File: src/rtl/game_draw_sequencer.sv
// game_draw_sequencer: sequences every per-frame draw command over one handshake and owns the level,
// frame-tick divider and game-phase reset strobes.
module game_draw_sequencer #(
  parameter int NUM_OBJ_TYPES = 3,
  parameter int NUM_HOOKS     = 2,
  parameter int NUM_LEVELS    = 3,
  parameter int LVL_W         = 3,
  parameter int FRAME_DIV     = 833334
) (
  input  logic                       clk,
  input  logic                       resetn,
  input  logic                       go,
  input  logic                       mode,
  input  logic                       reset_done,
  input  logic                       game_end,
  input  logic                       next_level,
  input  logic [NUM_OBJ_TYPES*5-1:0] obj_max,
  output logic                       cmd_valid,
  output logic [2:0]                 cmd_op,
  output logic [2:0]                 cmd_sel,
  output logic [4:0]                 cmd_idx,
  input  logic                       draw_done,
  output logic                       enable_random,
  output logic                       timer_enable,
  output logic                       time_resetn,
  output logic                       resetn_rope,
  output logic                       resetn_objects,
  output logic [LVL_W-1:0]           level,
  output logic [7:0]                 frame_miss
);
  localparam int DIV_W = $clog2(FRAME_DIV);
  typedef enum logic [3:0] {
    S_TITLE, S_WAIT_RST, S_ARM, S_BG, S_OBJ, S_HOOK, S_NUM, S_PLAY,
    S_OVER, S_DONE_LOSE, S_NEXTLVL, S_DONE_WIN, S_WIN, S_WIN_WAIT
  } state_t;
  state_t state, nxt;
  logic [DIV_W-1:0] div;
  logic tick, go_q, go_rise, done, draw_st, issue, nz_found, idx_last, last_lvl;
  logic [2:0] obj_t, nz_t, hook_n, hook_last, op_nxt;
  logic [4:0] obj_i;
  logic [3:0] srch;
  logic [4:0] max_arr [8];
  for (genvar g = 0; g < 8; g++) begin : g_max
    if (g < NUM_OBJ_TYPES) begin : g_on
      assign max_arr[g] = obj_max[5*g +: 5];
    end else begin : g_off
      assign max_arr[g] = 5'd0;
    end
  end
  assign tick     = div == DIV_W'(FRAME_DIV - 1);
  assign go_rise  = go & ~go_q;
  assign done     = cmd_valid & draw_done;
  assign draw_st  = state inside {S_TITLE, S_BG, S_OBJ, S_HOOK, S_NUM, S_OVER, S_NEXTLVL, S_WIN};
  assign issue    = draw_st & ~cmd_valid;
  assign last_lvl = level == LVL_W'(NUM_LEVELS - 1);
  assign idx_last = ({1'b0, obj_i} + 6'd1) >= {1'b0, max_arr[obj_t]};
  // From BG the search starts at type 0, from OBJ at the type after the current one
  assign srch     = (state == S_OBJ) ? {1'b0, obj_t} + 4'd1 : 4'd0;
  assign op_nxt   = state == S_TITLE   ? 3'd0 :
                    state == S_BG      ? 3'd1 :
                    state == S_OBJ     ? 3'd2 :
                    state == S_HOOK    ? 3'd3 :
                    state == S_NUM     ? 3'd4 :
                    state == S_OVER    ? 3'd5 :
                    state == S_NEXTLVL ? 3'd6 : 3'd7;
  always_comb begin
    nz_found = 1'b0;
    nz_t = 3'd0;
    for (int k = 7; k >= 0; k--)
      if (4'(k) >= srch && max_arr[k] != 5'd0) begin
        nz_found = 1'b1;
        nz_t = 3'(k);
      end
  end
  always_comb begin
    nxt = state;
    case (state)
      S_TITLE:     nxt = done ? S_WAIT_RST : state;
      S_WAIT_RST:  nxt = reset_done ? S_ARM : state;
      S_ARM:       nxt = go_rise ? S_BG : state;
      S_BG:        nxt = done ? (nz_found ? S_OBJ : S_HOOK) : state;
      S_OBJ:       nxt = (done && idx_last) ? (nz_found ? S_OBJ : S_HOOK) : state;
      S_HOOK:      nxt = (done && hook_n == hook_last) ? S_NUM : state;
      S_NUM:       nxt = done ? S_PLAY : state;
      S_PLAY:      nxt = game_end ? (next_level ? S_NEXTLVL : S_OVER) : tick ? S_BG : state;
      S_OVER:      nxt = done ? S_DONE_LOSE : state;
      S_DONE_LOSE: nxt = go_rise ? S_TITLE : state;
      S_NEXTLVL:   nxt = done ? S_DONE_WIN : state;
      S_DONE_WIN:  nxt = last_lvl ? S_WIN : go_rise ? S_BG : state;
      S_WIN:       nxt = done ? S_WIN_WAIT : state;
      S_WIN_WAIT:  nxt = go_rise ? S_TITLE : state;
      default:     nxt = S_TITLE;
    endcase
  end
  always_ff @(posedge clk or negedge resetn)
    if (!resetn) state <= S_TITLE;
    else state <= nxt;
  always_ff @(posedge clk or negedge resetn)
    if (!resetn) begin
      div        <= '0;
      go_q       <= 1'b0;
      frame_miss <= 8'd0;
    end else begin
      div        <= tick ? '0 : div + 1'b1;
      go_q       <= go;
      if (tick && state != S_PLAY && frame_miss != 8'hff) frame_miss <= frame_miss + 8'd1;
    end
  always_ff @(posedge clk or negedge resetn)
    if (!resetn) begin
      cmd_valid <= 1'b0;
      cmd_op    <= 3'd0;
      cmd_sel   <= 3'd0;
      cmd_idx   <= 5'd0;
    end else if (issue) begin
      cmd_valid <= 1'b1;
      cmd_op    <= op_nxt;
      cmd_sel   <= state == S_OBJ ? obj_t : state == S_HOOK ? hook_n : 3'd0;
      cmd_idx   <= state == S_OBJ ? obj_i : 5'd0;
    end else if (done) begin
      cmd_valid <= 1'b0;
    end
  always_ff @(posedge clk or negedge resetn)
    if (!resetn) begin
      obj_t     <= 3'd0;
      obj_i     <= 5'd0;
      hook_n    <= 3'd0;
      hook_last <= 3'd0;
      level     <= '0;
    end else begin
      if (done && (state == S_BG || (state == S_OBJ && idx_last))) begin
        obj_t <= nz_t;
        obj_i <= 5'd0;
      end else if (done && state == S_OBJ) begin
        obj_i <= obj_i + 5'd1;
      end
      if (nxt == S_HOOK && state != S_HOOK) begin
        hook_n    <= 3'd0;
        hook_last <= mode ? 3'(NUM_HOOKS - 1) : 3'd0;
      end else if (done && state == S_HOOK) begin
        hook_n <= hook_n + 3'd1;
      end
      if ((state == S_OVER && done) || (state == S_WIN_WAIT && go_rise)) level <= '0;
      else if (state == S_DONE_WIN && nxt == S_BG) level <= level + 1'b1;
    end
  // Strobes follow the next state so they match the state decode one cycle later yet reset inactive
  always_ff @(posedge clk or negedge resetn)
    if (!resetn) begin
      enable_random  <= 1'b0;
      timer_enable   <= 1'b0;
      time_resetn    <= 1'b1;
      resetn_rope    <= 1'b1;
      resetn_objects <= 1'b1;
    end else begin
      enable_random  <= nxt == S_ARM;
      timer_enable   <= nxt inside {S_BG, S_OBJ, S_HOOK, S_NUM, S_PLAY};
      time_resetn    <= !(nxt inside {S_ARM, S_DONE_LOSE, S_DONE_WIN});
      resetn_rope    <= !(nxt inside {S_TITLE, S_ARM, S_DONE_LOSE, S_DONE_WIN});
      resetn_objects <= !(nxt inside {S_PLAY, S_DONE_LOSE, S_DONE_WIN});
    end
endmodule
File: config.mk
export PLATFORM = sky130hd
export DESIGN_NAME = game_draw_sequencer
export DESIGN_NICKNAME = d
export VERILOG_FILES = /design/src/rtl/game_draw_sequencer.sv
export SDC_FILE = /design/constraint.sdc
export NUM_CORES = 1
export LEC_CHECK = 0
export ABC_CLOCK_PERIOD_IN_PS = 3700
export CAP_MARGIN = 20
export CORE_MARGIN = 2
export CORE_UTILIZATION = 37
export DETAILED_ROUTE_END_ITERATION = 10
export PLACE_DENSITY = 0.62
export SLEW_MARGIN = 15
export SYNTH_ARGS = -nofsm -noshare
export SYNTH_HDL_FRONTEND = slang
export SYNTH_SLANG_ARGS = --single-unit
File: constraint.sdc
create_clock -name clk -period 3.7 [get_ports clk]
set_input_delay 1.11 -clock clk [delete_from_list [all_inputs] [get_ports clk]]
set_output_delay 1.11 -clock clk [all_outputs]
set_load 0.005 [all_outputs]
==> results by stage, run 1 <==
Power and ir drop:
- The total power per unit cell area is around 560 nW/um^2.
- The worst IR drop on VDD is 0.0002452 V.
- The leakage power is around 1.9 nW.
- After layout, the design draws a total of approximately 2.6 mW.

Critical path:
- The total buffers and inverters traversed by the critical path is 1.
- The worst setup path is captured at a flip-flop.
- In this run the critical register-to-register path is captured at hook_last[0].
- The cell occurring most often along the worst timing path is a21oi_1.
- The number of cells on the worst reg-to-reg path is 10.
- The worst register-to-register path begins at obj_t[0].
- Traced cell by cell, the critical path runs through clkdlybuf4s50_1 > mux2i_1 > nor2_1 > a21oi_1 > ha_1 > a21o_1 > a21oi_1 > o221ai_1 > a21boi_1 > nor2_2 > mux2_1.
- The biggest cell delay along the critical path is ~420 ps.
- Of all nets on the critical path, the largest fanout is 4.
- Among cell families on the critical path, the largest total delay comes from compound AO/OA/AOI/OAI gates.
- The largest individual stage delay along the critical path comes from the cell clkdlybuf4s50_1.
- The worst setup path is launched from a primary input.
- The start-to-end type of the worst setup path is primary input to flip-flop.
- The setup slack of the worst register-to-register path is around 1000 ps.
- For the worst setup path, the data required time is approximately 3900 ps.
- Data arrives at the worst endpoint at about 3300 ps.

Job:
- The tool flagged a number of max-cap violations equal to 0.

Finish:
- Once layout is done, the placed cells without fillers occupy roughly 4500 sq um.
- For this run, the number of standard cells in the final layout without fillers is between 500 and 600.
- Cells fill 46.60% of the core in the end.
- The area growth from synthesis to layout is 22.64%.
- The number of antenna diodes in the final layout is 0.
- Cells with a size suffix above 1 make up under 10% of the layout.
- The number of nets in the layout is between 400 and 500.

Floorplanning:
- The die is 104.0 um wide.
- The total I/O pin count is 51.
- The initial cell density of the core is 38.00%.
- The vertical die dimension is between 100 and 150 um.
- The overall die area is around 11000 sq um.
- The floorplan core area is between 9000 and 10000 sq um.
- In this run the core area contains 36 standard-cell rows.

Global route:
- The number of antenna violations at the first check in global routing is 0.
- The total overflow left after global routing is 0.
- Entering global routing, the biggest net connects 34 pins.
- The overall track demand over capacity in global routing is between 10% and 20%.
- The first-pass GRT wire length is ~14 mm.
- The number of global-route vias before repair was roughly 3000.

Route:
- The residual antenna-violating net count after detailed routing is 0.
- The total via count after detailed routing is around 3000.
- After detailed routing, the average wire length per cell comes to approximately 14 um.
- The first detailed-routing pass ran for 5 iterations.
- For this run, design rule violations remaining after detail routing come to 0.
- The final wirelength is ~8.0 mm.
- The initial detailed-routing violation count is 156.
- In the routed layout, each cell is associated on average with a via count of 5.153.

Timing:
- The post-layout minimum cycle time is approximately 3100 ps.
- The hold violation count in the final report is 0.
- Final hold analysis gives a worst-case slack of 475.6 ps.
- For the final routed database, the setup TNS stands at 0 ps.
- Setup repair after global routing left no endpoint under its margin.
- The final count of pins violating max slew came to 0.
- The clock tree skew after final layout is between 9 and 10 ps.
- Setup violations remaining at the end of the flow were counted as 0.
- The highest attainable clock frequency is ~330 MHz.
- After layout, the worst setup slack is approximately 630 ps.
- The normalized max-slew margin is 44.40%.
- For the pin with the worst max-slew slack, the measured transition is around 830 ps.
- The share of the clock period used by the worst path after layout is between 80% and 90%.

Logic synthesis:
- The count of yosys warnings during synthesis is 0.
- Counting flops with an async set or reset pin after synthesis yields a share of 100.0%.
- The count of flip-flops with a built-in enable after synthesis is 0.
- For this run, the leading register cell type out of synthesis is dfrtp_1.
- The total standard cell area after synthesis is 3697 sq um.
- In this run, synthesis produced a sequential element count of between 60 and 70.
- The number of unique standard cell types used by synthesis is between 60 and 70.
- A synthesized cell averages 9.408 sq um.
- The number of instances in the synthesized netlist is 393.
- The sequential element share of the synthesized area is around 43%.
- The synthesized net count is between 400 and 500.

Min path:
- The class of the worst hold path is flip-flop to flip-flop.
- The startpoint of the most critical hold path is cmd_idx[2].
- The path with the worst hold slack has its endpoint at cmd_idx[2].
- The number of cells on the worst hold path is 2.

CTS:
- The clock latency reported for the late side of the worst-skew pair is 330 ps.
- The post-cts hold buffer count is 0.
- The buffer depth of the longest clock path is 2.
- TritonCTS built the clock tree.
- In this run the number of H-tree levels came out at 3.
- The post-cts gate resize count is 0.
- After clock tree synthesis, the clock-pin slew on the worst setup and hold paths is approximately 70 ps.
- The number of buffers inserted by post-CTS setup repair is 0.
- The root cell of the clock tree is clkbuf_8.
- In this run, CTS created clock tree buffers numbering 9.
- For this design, the sink count on the clock tree is 64.

Place:
- The pre-CTS worst setup slack is about 280 ps.
- After legalization and detailed placement, the total HPWL measured about 6 mm.
- At the end of routability-driven placement, the weighted congestion stood at 0.8048.
- In this run the cell area measured after placement is 4348 sq um.
- Port buffering added 50 buffers.
- Once placement completed, the tool counted placed cells totaling around 570.

Status:
- The flow ran to the end, and the final reports show no timing, DRC or antenna violations.
worst register-to-register path: cells and delay by family, from the launching register on:
family | cells | cell delay, ps
adder cells (fa/ha/maj) | 1 | 300
AND/OR/NAND/NOR | 2 | 370
AO/OA/AOI/OAI | 5 | 870
flip-flops | 1 | 570
buffers and inverters | 1 | 160
multiplexers | 1 | 320
how the worst max path moves through the flow:
stage           startpoint      endpoint  slack (ps)  cells past startpoint
2_1_floorplan  obj_max[13]  hook_last[0]         810                     10
3_3_place_gp   obj_max[13]  hook_last[0]         320                     11
3_5_place_dp   obj_max[13]  hook_last[0]         280                     11
4_1_cts        obj_max[13]  hook_last[0]         630                     11
5_1_grt        obj_max[13]  hook_last[0]         450                     11
6_report       obj_max[13]  hook_last[0]         630                     11
area by class of cell:
| class | count | area (sq um) |
|---|---|---|
| multi-input combinational | 301 | 1982 |
| tap | 133 | 166.4 |
| inverter | 11 | 41.29 |
| clock inverter | 4 | 45.04 |
| clock buffer | 11 | 141.4 |
| sequential | 64 | 1605 |
| fill | 966 | 5195 |
| timing repair buffer | 56 | 553.0 |
sequential cells by signal (all words and copies together), names as in the netlist:
signal          count
cmd_idx             5
cmd_op              3
cmd_sel             3
cmd_valid           1
div                20
enable_random       1
frame_miss          8
go_q                1
hook_last           1
hook_n              3
level               3
obj_i               5
obj_t               2
resetn_objects      1
resetn_rope         1
state               4
time_resetn         1
timer_enable        1
kinds of logic (layout without fill, tap and decap cells):
logic type / Yosys count / after routing / share of synthesized area (%)
flops: 64 / 64 / 43.42
mux: 14 / 14 / 3.892
compound gates: 75 / 75 / 13.94
xor+xnor: 30 / 30 / 7.107
simple gates: 169 / 169 / 24.26
fa+ha+maj: 13 / 13 / 4.399
buf+inv: 28 / 82 / 2.978
report_power, final:
part,switching (mW),internal (mW)
combinational,0.522,0.454
clock,0.267,0.323
sequential,0.184,0.809
Yosys cell counts, drive strengths merged (4+ instances only):
| library cell | number | share of area, % |
|---|---|---|
| xnor2 | 13 | 3.1 |
| inv | 11 | 1.1 |
| a21oi | 16 | 2.2 |
| o22ai | 4 | 0.68 |
| nor3 | 12 | 1.8 |
| or3 | 4 | 0.81 |
| a22o | 5 | 1.2 |
| nor2b | 4 | 0.68 |
| nand3 | 21 | 2.8 |
| xor2 | 17 | 4.0 |
| mux2i | 11 | 3.0 |
| nor2 | 46 | 5.2 |
| o21ai | 22 | 3.3 |
| dfrtp | 61 | 41 |
| nand2 | 44 | 4.5 |
| and2 | 4 | 0.68 |
| clkbuf | 11 | 1.1 |
| buf | 6 | 0.74 |
| nand2b | 7 | 1.2 |
| ha | 13 | 4.4 |
| nand4 | 5 | 0.85 |
cell usage in the layout, fill, tap and decap left out, types with 3 or more instances in the layout:
| master | synthesis | routed |
|---|---|---|
| dfrtp_1 | 61 | 61 |
| clkdlybuf4s50_1 | 0 | 49 |
| nand2_1 | 43 | 43 |
| nor2_1 | 42 | 42 |
| nand3_1 | 21 | 21 |
| o21ai_0 | 20 | 20 |
| xor2_1 | 17 | 17 |
| a21oi_1 | 16 | 16 |
| xnor2_1 | 13 | 13 |
| ha_1 | 13 | 13 |
| inv_1 | 11 | 11 |
| mux2i_1 | 11 | 11 |
| nor3_1 | 11 | 11 |
| clkbuf_8 | 0 | 10 |
| nand2b_1 | 7 | 7 |
| nand4_1 | 5 | 5 |
| a22o_1 | 5 | 5 |
| buf_4 | 0 | 5 |
| o22ai_1 | 4 | 4 |
| and2_1 | 4 | 4 |
| nor2b_1 | 4 | 4 |
| or4_4 | 3 | 3 |
| o211ai_1 | 3 | 3 |
| a21o_1 | 3 | 3 |
| or3_1 | 3 | 3 |
| and3_1 | 3 | 3 |
| o31ai_1 | 3 | 3 |
| a22oi_1 | 3 | 3 |
| clkinv_2 | 0 | 3 |
| dfstp_2 | 3 | 3 |
metal layers:
layer	wire, um	up-vias	track usage [%]
met4	80	0	5.598
met3	278	7	2.820
li1	-	1498	-
met2	3667	58	24.58
met5	0	-	0
met1	3975	1426	21.41
(Power assumes the default switching activity.)
==> inputs of run 2 (changes only) <==
--- a/config.mk
+++ b/config.mk
@@ -5,12 +5,12 @@
 export SDC_FILE = /design/constraint.sdc
 export NUM_CORES = 1
 export LEC_CHECK = 0
-export ABC_CLOCK_PERIOD_IN_PS = 3700
+export ABC_CLOCK_PERIOD_IN_PS = 2700
 export CAP_MARGIN = 20
 export CORE_MARGIN = 2
 export CORE_UTILIZATION = 37
 export DETAILED_ROUTE_END_ITERATION = 10
-export PLACE_DENSITY = 0.62
+export PLACE_DENSITY = 0.64
 export SLEW_MARGIN = 15
 export SYNTH_ARGS = -nofsm -noshare
 export SYNTH_HDL_FRONTEND = slang
==> constraint.sdc (replaced) <==
create_clock -name clk -period 2.7 [get_ports clk]
set_input_delay 0.81 -clock clk [delete_from_list [all_inputs] [get_ports clk]]
set_output_delay 0.81 -clock clk [all_outputs]
set_load 0.005 [all_outputs]
==> results by stage, run 2 (same netlist as run 1, synthesis figures left out) <==
Floorplanning:
- The floorplan row count is 36 (unchanged).
- The initial cell density of the core is 38.00% (unchanged).
- The overall die area is 10810 sq um (unchanged).
- The die extent in x is 104.0 um (unchanged).
- The floorplan core area came to 9729 sq um (unchanged).
- The total I/O pin count came to 51 (unchanged).
- The vertical die dimension is 104.0 um (unchanged).

Critical path:
- The maximum fanout encountered on the critical timing path is 6 (was 4).
- The arrival time of the worst setup path is 2960 ps (was 3290 ps).
- The endpoint kind of the worst setup timing path is a flip-flop (unchanged).
- Critical path, cell by cell: clkdlybuf4s50_1 > or4_4 > o211ai_1 > a21oi_1 > or3_4 > o21ai_4 > mux2i_1 (was clkdlybuf4s50_1 > mux2i_1 > nor2_1 > a21oi_1 > ha_1 > a21o_1 > a21oi_1 > o221ai_1 > a21boi_1 > nor2_2 > mux2_1).
- The start-to-end type of the worst setup path is primary input to flip-flop (unchanged).
- The worst reg2reg path startpoint was obj_t[1] (was obj_t[0]).
- The number of cells on the worst reg-to-reg path is 10 (unchanged).
- The setup slack of the worst register-to-register path is 180 ps (was 1010 ps).
- The sort of element at the start of the critical path is a primary input (unchanged).
- The worst path required time came to 2980 ps (was 3920 ps).
- The slowest cell on the critical path is or4_4 (was clkdlybuf4s50_1).
- The destination of the worst register-to-register timing path is hook_last[0] (unchanged).
- The biggest cell delay along the critical path is 520 ps (was 420 ps).
- The total buffers and inverters traversed by the critical path is 1 (unchanged).
- The top cell family by delay on the critical path is simple AND/OR/NAND/NOR gates (was compound AO/OA/AOI/OAI gates).

Job:
- The number of violations of the max-capacitance limit is 0 (unchanged).

Timing:
- The clock tree skew after final layout came to 10.17 ps (was 9.804 ps).
- The final count of negative-setup-slack endpoints was 0 (unchanged).
- The worst slack on hold paths is 460.5 ps (was 475.6 ps).
- The total negative slack for setup checks is 0 ps (unchanged).
- The slew at the pin with the worst max-slew slack is 535.7 ps (was 827.8 ps).
- The final count of pins violating max slew is 0 (unchanged).
- The highest attainable clock frequency is roughly 370 MHz.
- The normalized max-slew margin is 64.05% (was 44.40%).
- The post-layout minimum cycle time is around 2700 ps.
- The hold violation count in the final report is 0 (unchanged).
- The share of the clock period used by the worst path after layout is 99.33%.

CTS:
- The number of H-tree branching levels is 3 (unchanged).
- The TritonCTS clock tree was built (unchanged).
- The buffer depth of the longest clock path is 2 (unchanged).
- The CTS buffer count is 9 (unchanged).
- The root cell of the clock tree is clkbuf_8 (unchanged).
- The register clock-pin slew on the reported worst setup and hold paths came to 80 ps (was 70 ps).
- The clock sink total is 64 (unchanged).
- The clock latency reported for the late side of the worst-skew pair is 350 ps (was 330 ps).

Power and ir drop:
- The proportion of total power due to net switching was 37.69% (was 37.98%).
- The fraction of power consumed by the clock network is 24.5% (was 23.0%).
- The worst IR drop on VDD is 0.0004176 V (was 0.0002452 V).
- The total power came to 3.858 mW (was 2.558 mW).
- The sequential cell fraction of total power is 33.0% (was 38.8%).
- The cell-internal power is 2.404 mW (was 1.586 mW).
- The net switching power came to 1.454 mW (was 0.9717 mW).
- The total power per unit cell area is 801.7 nW/um^2 (was 564.2 nW/um^2).
- The leakage power is 2.081 nW (was 1.905 nW).
- The part of the power in combinational logic was 42.5% (was 38.2%).

Finish:
- The number of nets in the layout is 498 (was 479).
- The layout cell share with drive strength beyond 1 is 16.06% (was 9.620%).
- The commonest non-fill, non-tap cell in the layout is dfrtp_1 (unchanged).
- The register bank with the most flops is div (unchanged).
- The number of inserted filler cells in the final layout is 942 (was 966).
- The number of antenna repair diodes is 0 (unchanged).
- Registers with the most flip-flops: div: 20 flops, frame_miss: 8 flops (unchanged).
- The layout-stage area growth over the synthesis result was 30.15% (was 22.64%).
- The number of flip-flops under the largest register name was 20 (unchanged).
- Most frequent cells in the layout: dfrtp_1, nand2_1, clkdlybuf4s50_1 (was dfrtp_1, clkdlybuf4s50_1, nand2_1).

Route:
- The routed metal-1 wirelength is 3.946 mm (was 3.975 mm).
- The met2 wire length came to 3.931 mm (was 3.667 mm).
- The highest layer used for signal routing is met4 (unchanged).
- The residual antenna-violating net count after detailed routing is 0 (unchanged).
- The first-pass detailed-route iteration total is 4 (was 5).
- The total via count after detailed routing is 3099 (was 2989).
- The initial detailed-routing violation count is 131 (was 156).
- The final wirelength is 8.282 mm (was 8.001 mm).
- The average vias per placed instance is 5.165 (was 5.153).
- The routed length per instance is 13.80 um (was 13.79 um).
- The number of DRC violations after detailed routing is 0 (unchanged).
- The wire length on met3 is 319 um (was 278 um).

Global route:
- The overall track demand over capacity in global routing is 16.44% (was 15.55%).
- The number of antenna violations at the first check in global routing came to 0 (unchanged).
- The largest net degree at the start of global routing came to 65 (was 34).
- The remaining global-route overflow is 0 (unchanged).
- The number of global-route vias before repair was 3138 (was 3033).
- The first-pass GRT wire length is 14.67 mm (was 14.00 mm).

Place:
- The number of input and output port buffers inserted came to 50 (unchanged).
- The half-perimeter wire length of the detailed placement result is 5.999 mm (was 5.829 mm).
- The final weighted congestion in routability-driven placement is 0.7766 (was 0.8048).

Status:
- Outcome: completed (unchanged).

Min path:
- The class of the worst hold path is primary input to async pin (was flip-flop to flip-flop).
==> run 2: cell count changes in the layout (fill, tap and decap cells not counted), sizes merged, moves of 2 or more <==
cell           previous run  this run
buf                       7        26
clkbuf                   11         9
clkdlybuf4s50            49        43
dlymetal6s2s              0         6
inv                      11        13
==> run 2: repair_timing <==
item                                    CTS  global route
buffers inserted                          0             1
hold buffers                              0             0
endpoints found under the setup margin    3            16
pin swaps                                 0            19
gates cloned                              0             0
gates resized for setup                   0            22
==> run 2: how the worst max path moves through the flow <==
stage	startpoint	endpoint	slack (ps)	depth (start not counted)
after floorplan	obj_max[13]	hook_last[0]	110	10
after global placement	obj_max[10]	enable_random	-400	10
after detailed placement	obj_max[10]	enable_random	-430	10
after CTS	obj_max[10]	enable_random	-30	10
after global routing	obj_max[2]	resetn_rope	-20	7
final	obj_max[2]	time_resetn	20	7
==> run 2: worst reg2reg max path, cell delays in order, from the launching register on <==
cell and delay (ps):
dfrtp_1 600, mux2i_1 240, nor2_1 70, a21oi_1 140
ha_1 270, a21o_1 190, a21oi_2 120, o221ai_2 130
a21boi_2 280, nor2_4 80, mux2_4 300
==> run 2: stage by stage <==
step | instance area (sq um) | instances | util [%] | setup WS, ps
after floorplan | 3697 | 393 | - | 110.2
after global placement | 4496 | 583 | 46.21 | -397.4
after detailed placement | 4496 | 583 | 46.21 | -425.4
after CTS | 4722 | 599 | 48.53 | -32.67
after global routing | 4812 | 600 | 49.46 | -18.19
final | 4812 | 600 | 49.46 | 18.16
==> run 2: cell type report <==
| class | count | area (sq um) | area share (%) |
|---|---|---|---|
| clock buffers | 9 | 123.9 | 2.574 |
| flip-flops and latches | 64 | 1605 | 33.36 |
| inverters | 11 | 41.29 | 0.8580 |
| clock inverters | 7 | 102.6 | 2.132 |
| repair buffers | 75 | 726.9 | 15.11 |
| well taps | 133 | 166.4 | 3.458 |
| multi-input cells | 301 | 2046 | 42.51 |
==> run 2: per-layer routing <==
layer	vias to the layer above	GRT usage, %
li1	1534	-
met1	1497	21.54
met2	57	26.27
met3	11	5.075
met4	0	4.730
met5	-	0
==> run 2: power by group through the flow <==
stage | clock network, mW | logic, mW | registers [mW]
6_report | 0.945 | 1.64 | 1.27
5_1_grt | 1.02 | 1.84 | 1.30
4_1_cts | 0.974 | 1.58 | 1.27
3_5_place_dp | 0 | 1.57 | 1.29
3_3_place_gp | 0 | 1.53 | 1.28
2_1_floorplan | 0 | 1.04 | 1.22
==> inputs of run 3 (changes only) <==
--- a/config.mk
+++ b/config.mk
@@ -7,7 +7,6 @@
 export LEC_CHECK = 0
 export ABC_CLOCK_PERIOD_IN_PS = 2700
 export CAP_MARGIN = 20
-export CORE_MARGIN = 2
 export CORE_UTILIZATION = 37
 export DETAILED_ROUTE_END_ITERATION = 10
 export PLACE_DENSITY = 0.64
==> results by stage, run 3 (same netlist as run 1, synthesis figures left out) <==
Status:
- Outcome: completed (unchanged).

Power and ir drop:
- The cell-internal power came to 2.360 mW (was 2.404 mW).
- The leakage power is 2.080 nW (was 2.081 nW).
- The worst IR drop on VDD is 0.0003467 V (was 0.0004176 V).
- The total power per unit cell area is 787.4 nW/um^2 (was 801.7 nW/um^2).
- The sequential cell fraction of total power is 32.9% (was 33.0%).
- The fraction of power consumed by the clock network was 22.6% (was 24.5%).
- The net switching power is 1.409 mW (was 1.454 mW).
- The proportion of total power due to net switching is 37.38% (was 37.69%).
- The part of the power in combinational logic is 44.5% (was 42.5%).

Critical path:
- The arrival time of the worst setup path is 2880 ps (was 2960 ps).
- The slowest cell on the critical path is clkdlybuf4s50_1 (was or4_4).
- The endpoint kind of the worst setup timing path is a flip-flop (unchanged).
- The number of cells on the worst reg-to-reg path is 9 (was 10).
- The total buffers and inverters traversed by the critical path came to 2 (was 1).
- The sort of element at the start of the critical path was a primary input (unchanged).
- The worst path required time is 2930 ps (was 2980 ps).
- The start-to-end type of the worst setup path was primary input to flip-flop (unchanged).
- The worst reg2reg path startpoint is obj_t[1] (unchanged).
- The destination of the worst register-to-register timing path was hook_last[0] (unchanged).
- The setup slack of the worst register-to-register path was 180 ps (about the same).
- Critical path, cell by cell: clkdlybuf4s50_1 > buf_4 > a21oi_1 > ha_1 > a21o_1 > a21oi_2 > o221ai_2 > a21boi_2 > nor2_4 > mux2_4 (was clkdlybuf4s50_1 > or4_4 > o211ai_1 > a21oi_1 > or3_4 > o21ai_4 > mux2i_1).
- The top cell family by delay on the critical path is compound AO/OA/AOI/OAI gates (was simple AND/OR/NAND/NOR gates).
- The biggest cell delay along the critical path is 480 ps (was 520 ps).
- The maximum fanout encountered on the critical timing path is 3 (was 6).

Place:
- The total placed instance area is 4491 sq um (was 4496 sq um).
- The final weighted congestion in routability-driven placement is 0.8431 (was 0.7766).
- The half-perimeter wire length of the detailed placement result was 5.962 mm (was 5.999 mm).
- The cell count after placement is 584 (was 583).
- The pre-CTS worst setup slack is -426.0 ps (was -425.4 ps).
- The number of input and output port buffers inserted was 50 (unchanged).

Route:
- The number of DRC violations after detailed routing was 0 (unchanged).
- The total via count after detailed routing was 3046 (was 3099).
- The first-pass detailed-route iteration total is 4 (unchanged).
- The wire length on met3 was 260 um (was 319 um).
- The routed metal-1 wirelength is 4.060 mm (was 3.946 mm).
- The residual antenna-violating net count after detailed routing is 0 (unchanged).
- The final wirelength was 8.188 mm (was 8.282 mm).
- The met2 wire length is 3.804 mm (was 3.931 mm).
- The routed length per instance was 13.58 um (was 13.80 um).
- The highest layer used for signal routing is met4 (unchanged).
- The average vias per placed instance is 5.051 (was 5.165).
- The initial detailed-routing violation count is 106 (was 131).

CTS:
- The register clock-pin slew on the reported worst setup and hold paths is 80 ps (about the same).
- The root cell of the clock tree is clkbuf_8 (unchanged).
- The post-cts hold buffer count came to 0 (unchanged).
- The buffer depth of the longest clock path is 2 (unchanged).
- The number of H-tree branching levels was 3 (unchanged).
- The clock latency reported for the late side of the worst-skew pair is 350 ps (about the same).
- The CTS buffer count was 9 (unchanged).
- The TritonCTS clock tree is built (unchanged).
- The clock sink total came to 64 (unchanged).

Finish:
- The layout cell share with drive strength beyond 1 is 15.96% (was 16.06%).
- Most frequent cells in the layout: dfrtp_1, clkdlybuf4s50_1, nand2_1 (was dfrtp_1, nand2_1, clkdlybuf4s50_1).
- The number of flip-flops under the largest register name is 20 (unchanged).
- The end-of-flow core utilization was 49.20% (was 49.46%).
- The number of inserted filler cells in the final layout is 954 (was 942).
- The non-filler instance count after layout is 603 (was 600).
- Registers with the most flip-flops: div: 20 flops, frame_miss: 8 flops (unchanged).
- The layout-stage area growth over the synthesis result is 29.48% (was 30.15%).
- The number of nets in the layout is 501 (was 498).
- The commonest non-fill, non-tap cell in the layout is dfrtp_1 (unchanged).
- The final design area excluding fillers is 4787 sq um (was 4812 sq um).
- The register bank with the most flops is div (unchanged).
- The number of antenna repair diodes is 0 (unchanged).

Timing:
- The clock tree skew after final layout is 13.29 ps (was 10.17 ps).
- The slew at the pin with the worst max-slew slack is 557.0 ps (was 535.7 ps).
- The post-layout minimum cycle time is 2647 ps (was 2682 ps).
- Setup repair after global routing could not meet its margin everywhere.
- The hold violation count in the final report is 0 (unchanged).
- The final count of pins violating max slew is 0 (unchanged).
- The normalized max-slew margin was 62.62% (was 64.05%).
- The final count of negative-setup-slack endpoints was 0 (unchanged).
- The setup slack of the critical path after layout was 52.57 ps (was 18.16 ps).
- The worst slack on hold paths is 426.3 ps (was 460.5 ps).
- The highest attainable clock frequency is 377.7 MHz (was 372.9 MHz).
- The share of the clock period used by the worst path after layout is 98.05% (was 99.33%).

Floorplanning:
- The vertical die dimension was 102.0 um (was 104.0 um).
- The floorplan row count is 36 (unchanged).
- The overall die area is 10400 sq um (was 10810 sq um).
- The total I/O pin count is 51 (unchanged).
- The initial cell density of the core came to 38.00% (unchanged).
- The die extent in x was 102.0 um (was 104.0 um).
- The floorplan core area was 9729 sq um (unchanged).

Min path:
- The class of the worst hold path is primary input to async pin (unchanged).

Global route:
- The number of antenna violations at the first check in global routing was 0 (unchanged).
- The overall track demand over capacity in global routing is 17.10% (was 16.44%).
- The first-pass GRT wire length is 13.94 mm (was 14.67 mm).
- The number of global-route vias before repair came to 3017 (was 3138).
- The largest net degree at the start of global routing is 33 (was 65).
- The remaining global-route overflow is 0 (unchanged).

Job:
- The number of violations of the max-capacitance limit is 0 (unchanged).
run 3: changes by cell type in the layout (fill, tap and decap cells not counted), moves of 2 or more:
cell / before / now
a21oi_2: 3 / 1
buf_4: 22 / 26
clkbuf_8: 9 / 11
clkinv_2: 0 / 2
clkinv_4: 2 / 0
inv_6: 2 / 0
run 3: routing by layer:
metal  GRT usage (%)  up-vias
met5               0        -
met4           5.385        0
met3           3.899        8
met2           27.41       54
met1           22.98     1448
li1                -     1536
run 3: layout make-up:
type                       instances  area (sq um)  area share, %
multi-input combinational        301          2033          42.47
sequential                        64          1605          33.53
timing repair buffer              78         734.5          15.34
tap                              133         166.4          3.476
clock buffer                      11         151.4          3.163
clock inverter                     5         55.05          1.150
inverter                          11         41.29         0.8625
run 3: through the flow:
stage               setup TNS, ps  power [mW]
floorplan                       0       2.263
global placement            -5203       2.791
detailed placement          -5727       2.833
CTS                        -15.27       3.715
global route               -115.3       4.051
finish                          0       3.769
run 3: worst max-delay path by stage:
stage                            from            to  cells past startpoint
after floorplan           obj_max[13]  hook_last[0]                     10
after global placement    obj_max[10]  hook_last[0]                     10
after detailed placement  obj_max[10]  hook_last[0]                     10
after CTS                  obj_max[3]  hook_last[0]                      7
after global routing      obj_max[10]  hook_last[0]                     10
final                      obj_max[8]  hook_last[0]                     10
run 3: timing repair:
action | in CTS | in global routing
pin swaps | 0 | 12
gates resized for setup | 5 | 13
buffers inserted | 0 | 3
endpoints found under the hold margin | 0 | 0
setup endpoints to repair | 7 | 14
run 3: power by group through the flow:
stage	Sequential (mW)	Combinational [mW]	Clock [mW]
after global placement	1.25	1.54	0
after detailed placement	1.26	1.57	0
after floorplan	1.22	1.04	0
after global routing	1.26	1.87	0.920
final	1.24	1.68	0.853
after CTS	1.24	1.60	0.877
run 3: worst reg2reg max path: stages (launching register included):
cell,delay [ps]
dfrtp_1,520
nor2_1,320
a21oi_1,130
ha_1,330
a21o_1,180
a21oi_2,130
o221ai_2,120
a21boi_2,280
nor2_4,80
mux2_4,300
